[config.mk]
export PLATFORM = sky130hd
export DESIGN_NAME = tpu_core_param
export DESIGN_NICKNAME = d
export VERILOG_FILES = /design/src/rtl/tpu_core_param.sv
export SDC_FILE = /design/constraint.sdc
export NUM_CORES = 2
export LEC_CHECK = 0
export BUFFER_PORTS_ARGS = -buffer_cell sky130_fd_sc_hd__buf_2
export CORE_ASPECT_RATIO = 1.75
export CORE_UTILIZATION = 50
export DETAILED_ROUTE_END_ITERATION = 10
export PLACE_DENSITY = 0.74
export SLEW_MARGIN = 20
export SYNTH_ARGS = -nofsm -noshare
export SYNTH_HDL_FRONTEND = slang
export SYNTH_SLANG_ARGS = --single-unit
export TNS_END_PERCENT = 100
[constraint.sdc]
create_clock -name clk -period 8.66 [get_ports clk]
set_input_delay 1.299 -clock clk [delete_from_list [all_inputs] [get_ports clk]]
set_output_delay 1.299 -clock clk [all_outputs]
set_load 0.05 [all_outputs]
[src/rtl/tpu_core_param.sv]
// tpu_core_param: parametrised N x N output-stationary MAC array driven by a 16-bit instruction stream.
// Ports: clk, rst_n (async active-low); instr_valid/instr_ready handshake on instruction
// ([15:14] op, [13:11] row, [10:8] col, [7:0] data); result = saturated C[row][col] from the last READ;
// busy high during a RUN sequence; done pulses for one cycle when a RUN completes.
module tpu_core_param #(
  parameter int N = 4,
  parameter int ACC_WIDTH = 16,
  parameter int OUT_WIDTH = 8,
  parameter int SIGNED = 0
) (
  input  logic                 clk,
  input  logic                 rst_n,
  input  logic                 instr_valid,
  output logic                 instr_ready,
  input  logic [15:0]          instruction,
  output logic [OUT_WIDTH-1:0] result,
  output logic                 busy,
  output logic                 done
);
  localparam int KW = $clog2(N);
  typedef enum logic [1:0] {IDLE, RUN, DONE} state_t;
  state_t state, state_nx;
  logic [KW-1:0] k;
  logic clr;
  logic [7:0] a [N][N];
  logic [7:0] b [N][N];
  logic [ACC_WIDTH-1:0] c [N][N];
  logic [1:0] op;
  logic [2:0] row, col;
  logic [7:0] data;
  logic [KW-1:0] ri, ci;
  logic accept, in_range, start, last;
  logic [ACC_WIDTH-1:0] rd, hi;
  logic signed [ACC_WIDTH-1:0] rs, sh;
  logic [OUT_WIDTH-1:0] sat;
  assign op = instruction[15:14];
  assign row = instruction[13:11];
  assign col = instruction[10:8];
  assign data = instruction[7:0];
  assign ri = row[KW-1:0];
  assign ci = col[KW-1:0];
  assign busy = state == RUN;
  assign done = state == DONE;
  assign instr_ready = ~busy;
  assign accept = instr_valid & instr_ready;
  assign in_range = int'(row) < N && int'(col) < N;
  assign start = accept && op == 2'b11 && !data[1];
  assign last = k == KW'(N - 1);
  // 9-bit extension makes one signed multiplier serve both operand modes.
  function automatic logic [ACC_WIDTH-1:0] mul(input logic [7:0] x, input logic [7:0] y);
    logic signed [17:0] p;
    p = $signed({(SIGNED != 0) && x[7], x}) * $signed({(SIGNED != 0) && y[7], y});
    return ACC_WIDTH'(p);
  endfunction
  // In range when every bit above the result field is a copy of the sign (signed) or zero (unsigned).
  always_comb begin
    rd = in_range ? c[ri][ci] : '0;
    rs = rd;
    sh = rs >>> (OUT_WIDTH - 1);
    hi = (SIGNED != 0) ? sh : rd >> OUT_WIDTH;
    sat = rd[OUT_WIDTH-1:0];
    if (!(hi == '0 || (SIGNED != 0 && hi == '1)))
      sat = (SIGNED != 0) ? {rd[ACC_WIDTH-1], {(OUT_WIDTH-1){~rd[ACC_WIDTH-1]}}} : '1;
  end
  always_comb begin
    state_nx = state;
    state_nx = (state == RUN) ? (last ? DONE : RUN) : (start ? RUN : IDLE);
  end
  always_ff @(posedge clk or negedge rst_n)
    if (!rst_n) state <= IDLE;
    else state <= state_nx;
  always_ff @(posedge clk or negedge rst_n) begin
    if (!rst_n) begin
      k <= '0;
      clr <= 1'b0;
      result <= '0;
      for (int i = 0; i < N; i++)
        for (int j = 0; j < N; j++) begin
          a[i][j] <= '0;
          b[i][j] <= '0;
          c[i][j] <= '0;
        end
    end else begin
      if (state == RUN) begin
        k <= last ? '0 : k + KW'(1);
        for (int i = 0; i < N; i++)
          for (int j = 0; j < N; j++)
            c[i][j] <= (clr && k == '0 ? '0 : c[i][j]) + mul(a[i][k], b[k][j]);
      end
      if (accept)
        case (op)
          2'b00: if (in_range) a[ri][ci] <= data;
          2'b01: if (in_range) b[ri][ci] <= data;
          2'b10: result <= sat;
          default: begin
            if (data[1:0] == 2'b10)
              for (int i = 0; i < N; i++)
                for (int j = 0; j < N; j++)
                  c[i][j] <= '0;
            if (start) begin
              k <= '0;
              clr <= data[0];
            end
          end
        endcase
    end
  end
endmodule

==> run metrics <==
status finished clean; minimum clock period 7.260 ns; Post-DP HPWL 153.4 mm; worst skew pair latency 0.73 ns; met3 wire len 20.17 mm; Crit path largest cell delay 0.91 ns; Placed Cells 8362; Num CTS Buffers 53; CP dominant cell by count fa_1; IO Count 30; Crit. End Element register; Final Skew 0.05698 ns; Final Max Tran Viols 0; ys flop type dfrtp_1; Initial Utilization 50.34%; Async SR Flop Fraction 100.0%; max-cap violations 0; WP data arrival 7.82 ns; Crit Path Max Fanout 46; Core ar. 125300 sq um; Tot GR Track Use 33.91%; Tightest Pin Transition 1.252 ns; Hold Crit Class register to register; final wirelength 212.0 mm; Final period util 83.84%; Post-synth EDFFs 0; Worst-path clk slew 0.07 ns; Critical Path RT 9.22 ns; Post-Syn Nets 8297; initial antenna violation count 10; synth warn 0; GRT overflow 0; hold buffer count at cts 0; TritonCTS Sinks 525; post-CTS setup buffers 0; post-synth cell types 60; Synth-to-Final Area Change 6.610%; non-filler cells, final 8469; critical path's slowest cell dfrtp_4; DRT iter0 DRCs 4359; first-pass GRT wire length 322.7 mm; Via Count 51260; cells along the critical path buf_12 > mux2i_1 > nand2_1 > o21a_1 > nand2_1 > fa_1 > fa_1 > inv_1 > fa_1 > inv_1 > fa_1 > inv_1 > ha_1 > o21a_1 > a21oi_1 > or4_1 > o211ai_1 > xor2_1 > a221o_1; ANT nets after route 0; power per cell area 416.5 nW/um^2; register area share after synthesis 20.84%; port bufs 29; Post-layout nets 8147; final setup fails 0; RSZ-0062 raised after global routing false; syn_area_per_cell 9.117 sq um; Max clock buf depth 3; routed length per instance 25.04 microns; Relative slew margins 16.19%; post-route cell area 67220 sq um; fillers 11060; DIE WIDTH 270.4 microns; DP Area 65270 sq um; DRC viols 0; die area 127600 sq um; clock tree from TritonCTS done; wl on met1 65.72 mm; vias per cell 6.053; WS Path Type register to register; Die Height 471.8 microns; row count 172; CP Launch Type register; post-CTS resize count 0; VDD IR-drop max 277.2 uV; largest net degree at the start of global routing 175; vias in the first global route 55430; Final WS setup 1.400 ns; GPL Wtd Cong 0.9956; Final Hold Fails 0; Leak 35.16 nW; htree depth 2; Post-Syn Area 63050 sq um; Fmax achieved 137.7 MHz; top routing layer used met5; dpl ws 1.655 ns; number of synthesized register bits 525; share of cells above drive strength 1 10.16%; Cells after Synth 6916; Setup TNS 0 ns; routed length on met2 103.1 mm; CTS Root Cell clkbuf_16; Final Util 53.67%; router iterations before antenna repair 7
-- routing by layer --
layer | vias up | track usage, %
li1 | 21470 | -
met1 | 25850 | 34.46
met2 | 2808 | 57.83
met3 | 1122 | 8.042
met4 | 8 | 30.29
met5 | - | 0
-- synthesized netlist by cell type, drive strengths merged, types with 21 or more instances --
library cell  number  area, sq um
mux2i             76        760.7
and2             130        813.3
a211oi            54        405.4
nand2            815         3059
buf               47        219.0
xor2             106        928.4
fa               800        16020
o21a              77        578.1
nor2             658         2500
inv             1354         5082
a22o              87        762.0
a221o             21        210.2
a21o              57        427.9
nand3             50        250.2
o21ai            270         1351
a211o             21        183.9
xnor2             69        604.3
nor3              29        190.2
o31ai             29        217.7
a31oi             26        162.7
mux2             313         3525
nand2b            46        287.8
a21oi            123        615.6
ha               562         7032
mux4              41        923.4
dfrtp            525        13140
o21bai            27        202.7
clkbuf           319         1197
-- report_power, final --
| group | switching, mW | internal [mW] |
|---|---|---|
| clock network | 1.22 | 1.39 |
| registers | 0.727 | 3.07 |
| logic | 13.9 | 7.66 |
-- stage by stage --
stage	total power, mW	hold WS (ns)
floorplan	18.12	0.4581
global placement	24.13	0.4693
detailed placement	24.70	0.4816
CTS	27.46	0.4957
global route	30.30	0.5139
finish	28.00	0.4939
-- cell type report --
type / instances / area [sq um] / area share [%]
clock inverters: 23 / 289.0 / 0.4300
clock buffers: 77 / 1567 / 2.330
inverters: 1355 / 5089 / 7.570
multi-input cells: 4670 / 43790 / 65.14
repair buffers: 161 / 1260 / 1.874
diodes: 5 / 12.51 / 0.01861
flip-flops and latches: 525 / 13150 / 19.56
well taps: 1653 / 2068 / 3.077
-- state kept, by name (all words and copies together), names as in the netlist --
register  count
c           256
a           128
b           128
result        8
k             2
state         2
clr           1
-- placed cells by master (no fill, tap or decap), types with 21 or more instances in the layout --
master     Yosys  routed
inv_1       1354    1353
nand2_1      815     814
fa_1         800     800
nor2_1       646     645
ha_1         562     562
dfrtp_1      525     523
mux2_2       304     304
o21ai_0      255     216
and2_1       130     130
buf_4          1     124
a21oi_1      123     122
xor2_1       106     106
a22o_1        87      87
mux2i_1       76      76
o21a_1        77      74
xnor2_1       69      69
a21o_1        57      57
a211oi_1      54      53
clkbuf_16      0      53
nand3_1       50      50
nand2b_1      46      45
mux4_2        41      41
o31ai_1       29      29
buf_2         31      27
o21bai_1      27      26
a31oi_1       26      26
o21ai_2        0      23
a211o_1       21      21
a221o_1       21      21
-- logic make-up after synthesis --
family          share of synthesized area (%)
xor+xnor                                2.431
mux                                     8.261
flops                                   20.84
buf+inv                                 10.31
compound gates                          9.138
simple gates                            12.47
fa+ha+maj                               36.55
-- worst paths after layout --
kind / startpoint / to / slack [ns] / cells past startpoint
worst max-delay path: k[1]$_DFF_PN0_ / c[207]$_DFF_PN0_ / 1.40 / 19
max in group asynchronous: rst_n / c[36]$_DFF_PN0_ / 6.13 / 3
min in group asynchronous: rst_n / b[102]$_DFFE_PN0P_ / 0.61 / 1
worst max register to register: k[1]$_DFF_PN0_ / c[207]$_DFF_PN0_ / 1.40 / 19
worst min-delay path: a[124]$_DFFE_PN0P_ / a[124]$_DFFE_PN0P_ / 0.49 / 1
worst min register to register: a[124]$_DFFE_PN0P_ / a[124]$_DFFE_PN0P_ / 0.49 / 1
-- worst max-delay path: cells and delay by family, from the launching register on --
family,cells,cell delay [ns]
DFF,1,0.91
buffers and inverters,4,0.51
adders and majority gates,5,2.58
and+or+nand+nor,3,1.23
AOI/OAI and AO/OA,5,1.55
xor gates and xnor gates,1,0.12
muxes,1,0.14
Power figures use the tool's default switching activity.
